--- src/rtl/decoder_hold.sv ---
// decoder_hold: registered 3-to-8 decoder with valid/ready handshake,
// programmable hold time and guard gap.
//
// Parameters:
//   HOLD_CYCLES  cycles the one-hot select is driven per accepted code (1..255)
//   GAP_CYCLES   idle cycles after each hold before the next accept (0..255)
// Ports:
//   clk    clock, rising edge
//   rst    asynchronous active-high reset
//   en     enable, active-low (0 = enabled); high in HOLD/GAP aborts
//   b      3-bit input code, latched on accept
//   valid  b is valid this cycle
//   ready  combinational: block can accept a code this cycle
//   d      registered one-hot select, zero when not holding
//   busy   registered, high in HOLD or GAP
//   done   registered one-cycle pulse on normal hold completion
module decoder_hold #(
    parameter int unsigned HOLD_CYCLES = 4,
    parameter int unsigned GAP_CYCLES  = 1
) (
    input  logic       clk,
    input  logic       rst,
    input  logic       en,
    input  logic [2:0] b,
    input  logic       valid,
    output logic       ready,
    output logic [7:0] d,
    output logic       busy,
    output logic       done
);

    localparam int unsigned CNT_W = 8;
    localparam logic [CNT_W-1:0] HOLD_INIT = CNT_W'(HOLD_CYCLES - 1);
    localparam logic [CNT_W-1:0] GAP_INIT  = CNT_W'(GAP_CYCLES - 1);

    typedef enum logic [1:0] {
        IDLE = 2'd0,
        HOLD = 2'd1,
        GAP  = 2'd2
    } state_t;

    state_t           state, state_n;
    logic [CNT_W-1:0] counter, counter_n;
    logic [7:0]       d_n;
    logic             done_n;
    logic             busy_n;

    // ready is gated by rst so nothing can be accepted while reset is held
    assign ready = (state == IDLE) && !en && !rst;

    // state and registered outputs
    always_ff @(posedge clk or posedge rst) begin
        if (rst) begin
            state   <= IDLE;
            counter <= '0;
            d       <= '0;
            done    <= 1'b0;
            busy    <= 1'b0;
        end else begin
            state   <= state_n;
            counter <= counter_n;
            d       <= d_n;
            done    <= done_n;
            busy    <= busy_n;
        end
    end

    // next-state and next-output logic
    always_comb begin
        state_n   = state;
        counter_n = counter;
        d_n       = d;
        done_n    = 1'b0;

        case (state)
            IDLE: begin
                if (valid && ready) begin
                    d_n       = 8'b1 << b;
                    counter_n = HOLD_INIT;
                    state_n   = HOLD;
                end
            end
            HOLD: begin
                if (en) begin
                    // abort: drop select, skip the gap, no done pulse
                    d_n       = '0;
                    counter_n = '0;
                    state_n   = IDLE;
                end else if (counter != '0) begin
                    counter_n = counter - CNT_W'(1);
                end else begin
                    d_n    = '0;
                    done_n = 1'b1;
                    if (GAP_CYCLES == 0) begin
                        state_n = IDLE;
                    end else begin
                        counter_n = GAP_INIT;
                        state_n   = GAP;
                    end
                end
            end
            GAP: begin
                d_n = '0;
                if (en) begin
                    counter_n = '0;
                    state_n   = IDLE;
                end else if (counter != '0) begin
                    counter_n = counter - CNT_W'(1);
                end else begin
                    state_n = IDLE;
                end
            end
            default: begin
                d_n       = '0;
                counter_n = '0;
                state_n   = IDLE;
            end
        endcase

        busy_n = (state_n != IDLE);
    end

endmodule

--- config.mk ---
export PLATFORM = sky130hd
export DESIGN_NAME = decoder_hold
export DESIGN_NICKNAME = d
export VERILOG_FILES = /design/src/rtl/decoder_hold.sv
export SDC_FILE = /design/constraint.sdc
export NUM_CORES = 1
export LEC_CHECK = 0
export BUFFER_PORTS_ARGS = -buffer_cell sky130_fd_sc_hd__buf_4
export CAP_MARGIN = 5
export CELL_PAD_IN_SITES_DETAIL_PLACEMENT = 1
export CELL_PAD_IN_SITES_GLOBAL_PLACEMENT = 2
export CORE_ASPECT_RATIO = 0.75
export CORE_MARGIN = 5
export CORE_UTILIZATION = 34
export DETAILED_ROUTE_END_ITERATION = 8
export PLACE_DENSITY = 0.76
export SLEW_MARGIN = 20
export SYNTH_ARGS = -nofsm -noshare
export SYNTH_HDL_FRONTEND = slang
export SYNTH_SLANG_ARGS = --single-unit
export TNS_END_PERCENT = 100
--- constraint.sdc ---
create_clock -name clk -period 2.45 [get_ports clk]
set_input_delay 0.1225 -clock clk [delete_from_list [all_inputs] [get_ports clk]]
set_output_delay 0.1225 -clock clk [all_outputs]
set_load 0.005 [all_outputs]
==> Yosys cells after proc, flatten, opt, wreduce, memory -nomap -nowiden <==
Index checks and enable logic that the tools add are counted.
{ "totals": {"elab_cells": 41, "regBits": 20, "in_bits": 7, "output_inout_bits": 11} }
{ "classes": {"eq_ne": 5, "shifts": 1, "n_reduce_logical": 10, "mux": 19, "addsub": 1} }
{ "op_table": {"columns": ["op", "n"], "rows": [
  ["8-bit two-way mux", 8],
  ["8-bit case mux with 3 select lines", 1],
  ["8-bit case mux with 2 select lines", 1],
  ["2-bit two-way mux", 5],
  ["8-bit nonzero test", 1],
  ["1-bit by 3-bit left shift with 8-bit output, first input constant", 1],
  ["8-bit by 1-bit subtractor with 8-bit output, second input constant", 1],
  ["3-bit inequality test, second input constant", 2],
  ["2-bit case mux with 3 select lines", 1],
  ["2-bit AND reduction", 2],
  ["1-bit logical AND", 3],
  ["1-bit two-way mux", 3],
  ["2-bit by 1-bit == test with 1-bit output, second input constant", 1],
  ["2-bit == test, second input constant", 1],
  ["1-bit logical NOT", 2],
  ["2-bit logical NOT", 1],
  ["2-bit by 1-bit inequality test with 1-bit output, second input constant", 1],
  ["2-bit nonzero test", 1]
]} }

==> Depth between registers and ports, before layout <==
Gate-level depths: netlist of run 1.
{ "logic_depth": {"depth_word": 7, "mapped_depth": 8} }

==> Worst setup path after synthesis of run 1 <==
Ideal clock, no wire load.
{ "synth_path": {"path_kind": "register to register", "from": "register counter[0]", "to": "register d[0]", "path_buffers": 1, "t_arrival_ns": 2.075, "setup_ns": 0.125, "period_less_slack_ns": 2.199, "stages_incl_launch_ff": 8, "setup_slack_ns": 0.251, "cell_sequence": "dfrtp_1 inv_1 ha_1 or3b_2 clkbuf_1 or2_2 a21oi_4 mux2_2"} }
{ "synth_via": {"elab_chain_cells": 3} }
{ "synth_lines": {"columns": ["item", "line_no", "source"], "rows": [
  ["start, declared", "43", "logic [CNT_W-1:0] counter, counter_n;"],
  ["start signal, assigned", "61", "counter <= counter_n;"],
  ["8-bit nonzero test", "89", "end else if (counter != '0) begin"],
  ["3-bit inequality test (no source line)", null, null],
  ["2-bit AND reduction (no source line)", null, null],
  ["end signal, assigned", "62", "d <= d_n;"],
  ["end, declared", "27", "output logic [7:0] d,"]
]} }
No other way between the ends.
A chain may end at the register's enable or synchronous reset.

==> Worst setup path after layout of run 1 <==
{ "layout_path": {"from": "register counter[0]", "to": "register d[7]"} }
Same word-level chain as after synthesis.

==> results.json, run 1 <==
{
  "status": "finished, final reports clean",
  "rsz0062_at_grt": "false",
  "synth_edf_count": 0,
  "yosys_warnings": 0,
  "tightest_slew_ns": 0.7977,
  "nets": 139,
  "report.final.slew_viol_count": 0,
  "ir_worst_vdd_mv": 0.3193,
  "maxSlewHeadroom": 0.4676,
  "synth-seq-area-share": 0.4479,
  "end_kind": "flip-flop",
  "post_cts_resized": 0,
  "ys_types": 38,
  "r2r-end": "d[7]",
  "cts_root_buf": "clkbuf_8",
  "track_usage": 0.1218,
  "clk_pin_slew_ns": 0.08,
  "drtIter0Drc": 38,
  "final-instance-count-excl-fill": 169,
  "grt_pass1_wl_mm": 4.478,
  "area_delta_synth_final_pct": 19.93,
  "core_um2": 3221,
  "die_h_um": 59.65,
  "timing.final.crit_share": 0.9568,
  "vias": 917,
  "dr.pass1.iters": 4,
  "dieArea_um2": 4545,
  "syn_inst": 113,
  "rows": 18,
  "cell_internal_pwr_mw": 0.7379,
  "htree_levels": 1,
  "placed_cells_incl_taps": 165,
  "p_seq_frac": 0.414,
  "fin_crit_ns": 2.344,
  "hold_violations": 0,
  "powerDensity_nw_per_um2": 839.3,
  "initial_utilization": 0.3469,
  "p_total_mw": 1.125,
  "drc": 0,
  "ios": 18,
  "grt_pass1_vias": 911,
  "wirelength_mm": 2.659,
  "p_switching_mw": 0.3869,
  "crit_arrival_ns": 2.48,
  "cts_tree": "built",
  "hold_buffers": 0,
  "clock.fmax_mhz": 426.6,
  "ys_ff_latch": 20,
  "r2r_slack_ns": 0.11,
  "cts.sinks": 20,
  "swShare": 0.3440,
  "syn_area_um2": 1117,
  "die_w_um": 76.20,
  "critPathLaunchType": "flip-flop",
  "worstPathMaxFanout": 8,
  "r2r_cells": 6,
  "critPathKind": "reg -> reg",
  "drv_cap": 0,
  "hold_path.class": "in -> async",
  "cts_buffers": 3,
  "power_frac_comb": 0.362,
  "clk-insertion-delay-late_ns": 0.25,
  "setup_viol_count_final": 0,
  "syn-num-nets": 122,
  "overflow": 0,
  "dpl_cell_area_um2": 1285,
  "cts_buffer_depth": 2,
  "r2r-start": "counter[0]",
  "routed_via_density": 5.426,
  "drive_gt1_frac": 0.3333,
  "place_hpwl_mm": 1.959,
  "p_leak_nw": 0.6080,
  "io_buffer_count": 17,
  "synth_top_flop_cell": "dfrtp_1",
  "wl_per_cell_um": 15.73,
  "grt_antenna_before_repair": 0,
  "cts_setup_buffers": 0,
  "grt_max_degree": 21,
  "avgSynthCellArea_um2": 9.888,
  "fin_skew_ns": 0.002146,
  "fin_area_um2": 1340,
  "tns_ns": 0,
  "ant_nets": 0,
  "place.gp.congestion": 0.8123,
  "async_flop_share": 1.000,
  "n_antenna_cell": 0,
  "clkPwrFrac": 0.224,
  "cp.required_ns": 2.59
}
cells in the final DEF, fill, tap and decap left out, types with 2 or more instances in the layout:
cell      Yosys  layout
clkbuf_8      0       4
buf_4         0      20
mux2_2        8       8
or2_2         2       2
or3_1         3       3
nand2_1       2       2
or4_1         6       6
or4_2         2       2
a21oi_1       9       9
nand3b_1      2       2
nor2_1       11      11
o31ai_1       5       5
a211oi_1      2       2
or3b_2        2       2
dfrtp_1      20      20
inv_1         5       5
ha_1          2       2
o21ai_0       2       2
nand2b_1      2       2
or3_2         2       2
nor3_1        3       3
worst max path at each step:
stage | depth (start not counted) | slack, ns | end | startpoint
2_1_floorplan | 7 | 0.25 | d[0] | counter[0]
3_3_place_gp | 6 | 0.22 | d[6] | counter[0]
3_5_place_dp | 6 | 0.11 | d[7] | counter[0]
4_1_cts | 6 | 0.08 | d[7] | counter[0]
5_1_grt | 6 | 0.004 | d[7] | counter[0]
6_report | 6 | 0.11 | d[7] | counter[0]
power by group through the flow:
stage,combinational (mW),clock [mW],sequential (mW)
CTS,0.413,0.259,0.467
global placement,0.398,0,0.465
floorplan,0.290,0,0.448
global route,0.452,0.275,0.478
detailed placement,0.409,0,0.472
finish,0.407,0.252,0.465
stage by stage:
stage / hold slack, ns / utilization / setup slack, ns
floorplan: 0.08633 / - / 0.2507
global placement: 0.3385 / 0.3990 / 0.2152
detailed placement: 0.3448 / 0.3990 / 0.1066
CTS: 0.06849 / 0.4161 / 0.08449
global route: 0.09936 / 0.4161 / 0.003921
finish: 0.02824 / 0.4161 / 0.1060
routing by layer:
| layer | track usage | up-vias | wire [um] |
|---|---|---|---|
| met1 | 0.1676 | 456 | 1372 |
| met5 | 0 | - | 0 |
| li1 | - | 449 | - |
| met2 | 0.1976 | 10 | 1200 |
| met4 | 0.01496 | 0 | 17 |
| met3 | 0.03495 | 2 | 69 |
final cells by class:
cell class / instances / area (um^2)
flip-flops and latches: 20 / 500.5
inverters: 5 / 18.77
repair buffers: 20 / 150.1
well taps: 40 / 50.05
multi-input cells: 80 / 565.5
fillers: 371 / 1881
clock buffers: 4 / 55.05
cells in the mapped netlist (all sizes together) (2+ instances only):
master,n,area share
nand2,2,0.0067
ha,2,0.022
buf,2,0.0078
clkbuf,6,0.021
or3b,2,0.016
o31ai,5,0.034
nand3b,2,0.013
or3,5,0.030
inv,5,0.017
nor2,11,0.037
a21oi,10,0.055
o21ai,2,0.0090
nor3,3,0.013
mux2,8,0.081
dfrtp,20,0.45
nand2b,2,0.011
or2,2,0.011
or4,8,0.056
a211oi,2,0.013
registers in the layout, indices dropped and copies added (netlist names):
name	cells
counter	8
d	8
state	2
busy	1
done	1
cells by family (layout without fill, tap and decap cells):
logic type      count (synthesis)  count (layout)  share of synthesized area
compound gates                 26              26                     0.1635
fa+ha+maj                       2               2                    0.02239
buf+inv                        13              29                    0.04590
flops                          20              20                     0.4479
mux                             8               8                    0.08063
simple gates                   44              44                     0.2396
critical path: stages, from the launching register on:
cell,delay [ns]
dfrtp_1,0.40
inv_1,0.12
ha_1,0.15
or3b_2,0.52
or2_2,0.35
a21oi_4,0.30
mux2_2,0.38
No activity file was read; power rests on OpenSTA's default activity.
==> inputs of run 2 (changes only) <==
--- a/config.mk
+++ b/config.mk
@@ -11,9 +11,9 @@
 export CELL_PAD_IN_SITES_GLOBAL_PLACEMENT = 2
 export CORE_ASPECT_RATIO = 0.75
 export CORE_MARGIN = 5
-export CORE_UTILIZATION = 34
+export CORE_UTILIZATION = 26
 export DETAILED_ROUTE_END_ITERATION = 8
-export PLACE_DENSITY = 0.76
+export PLACE_DENSITY = 0.6
 export SLEW_MARGIN = 20
 export SYNTH_ARGS = -nofsm -noshare
 export SYNTH_HDL_FRONTEND = slang
==> results.json, run 2 (synthesis gave the netlist of run 1 again) <==
{
  "p_seq_frac": 0.409,
  "tns_ns": 0,
  "swShare": 0.3493,
  "fin_skew_ns": 0.003032,
  "end_kind": "flip-flop",
  "nets": 141,
  "wirelength_mm": 2.899,
  "drtIter0Drc": 25,
  "worst_slack_ns": 0.07674,
  "area_delta_synth_final_pct": 22.96,
  "grt_antenna_before_repair": 0,
  "overflow": 0,
  "io_buffer_count": 17,
  "final_cell_mix": "22 x buf_4, 20 x dfrtp_1, 11 x nor2_1, 9 x a21oi_1, 8 x mux2_2",
  "n_antenna_cell": 0,
  "cts_buffers": 3,
  "worstPathMaxFanout": 7,
  "cts_tree": "built",
  "place_hpwl_mm": 2.111,
  "r2r_cells": 7,
  "hold_buffers": 0,
  "critPathKind": "reg -> reg",
  "place.gp.congestion": 0.7219,
  "cell_internal_pwr_mw": 0.7444,
  "clock.fmax_mhz": 421.4,
  "drive_gt1_frac": 0.3435,
  "fin_area_um2": 1374,
  "rows": 20,
  "hold_violations": 0,
  "die_w_um": 85.70,
  "routed_via_density": 5.027,
  "cts_setup_buffers": 0,
  "initial_utilization": 0.2723,
  "core_um2": 4104,
  "vias": 935,
  "clkPwrFrac": 0.220,
  "tightest_slew_ns": 0.8025,
  "p_switching_mw": 0.3996,
  "drc": 0,
  "wl_per_cell_um": 15.59,
  "status": "finished, final reports clean",
  "r2r_slack_ns": 0.08,
  "p_leak_nw": 0.6184,
  "clk_pin_slew_ns": 0.07,
  "place_ws_ns": 0.08076,
  "cp.required_ns": 2.59,
  "die_h_um": 66.77,
  "drv_cap": 0,
  "cts.sinks": 20,
  "cts_buffer_depth": 2,
  "dr.pass1.iters": 4,
  "track_usage": 0.1088,
  "clk-insertion-delay-late_ns": 0.26,
  "dpl_cell_area_um2": 1304,
  "r2r-start": "counter[0]",
  "crit_arrival_ns": 2.52,
  "grt_max_degree": 21,
  "dieArea_um2": 5722,
  "htree_levels": 1,
  "ant_nets": 0,
  "reg_top3": "counter x8, d x8, state x2",
  "hold_path.class": "in -> async",
  "powerDensity_nw_per_um2": 832.7,
  "grt_pass1_vias": 982,
  "timing.final.crit_share": 0.9687,
  "hold-worst-slack_ns": 0.02919,
  "r2r-end": "d[7]",
  "report.final.slew_viol_count": 0,
  "ios": 18,
  "fin_crit_ns": 2.373,
  "setup_viol_count_final": 0,
  "power_frac_comb": 0.371,
  "ir_worst_vdd_mv": 0.2566,
  "cts_root_buf": "clkbuf_8",
  "critPathLaunchType": "flip-flop",
  "post_cts_resized": 0,
  "maxSlewHeadroom": 0.4644,
  "crit_start": "counter[0]",
  "mostFrequentLayoutCell": "buf_4",
  "grt_pass1_wl_mm": 4.836
}
[run 2: worst max path at each step]
stage | endpoint | slack (ns)
3_3_place_gp | d[5] | 0.18
5_1_grt | d[2] | -0.009
3_5_place_dp | d[7] | 0.08
4_1_cts | d[7] | 0.07
6_report | d[7] | 0.08
2_1_floorplan | d[0] | 0.25
[run 2: worst max-delay path: stages (launching register included)]
cell	delay (ns)
dfrtp_1	0.41
inv_1	0.13
ha_1	0.16
or3b_2	0.52
or2_2	0.36
a21oi_4	0.17
buf_4	0.16
mux2_2	0.34
[run 2: area by class of cell]
class                           instances  area, um^2
Clock buffer                            4       55.05
Fill cell                             490        2730
Inverter                                5       18.77
Multi-Input combinational cell         80       565.5
Sequential cell                        20       500.5
Tap cell                               55       68.82
Timing Repair Buffer                   22       165.2
[run 2: power by group through the flow]
| stage | combinational, mW | clock (mW) | sequential [mW] |
|---|---|---|---|
| 2_1_floorplan | 0.290 | 0 | 0.448 |
| 3_3_place_gp | 0.411 | 0 | 0.469 |
| 3_5_place_dp | 0.417 | 0 | 0.475 |
| 4_1_cts | 0.421 | 0.265 | 0.468 |
| 5_1_grt | 0.474 | 0.278 | 0.481 |
| 6_report | 0.425 | 0.251 | 0.468 |
[run 2: through the flow]
| step | instances | util | total power, mW |
|---|---|---|---|
| 5_1_grt | 186 | 0.3348 | 1.233 |
| 4_1_cts | 184 | 0.3311 | 1.154 |
| 3_5_place_dp | 180 | 0.3177 | 0.8916 |
| 3_3_place_gp | 180 | 0.3177 | 0.8800 |
| 2_1_floorplan | 113 | - | 0.7388 |
| 6_report | 186 | 0.3348 | 1.144 |
[run 2: layer usage]
layer,global-route usage,vias to the layer above,part of all wire
li1,-,450,-
met1,0.1404,467,0.51
met2,0.1783,16,0.45
met3,0.03090,2,0.034
met4,0.02964,0,0.0048
met5,0,-,0
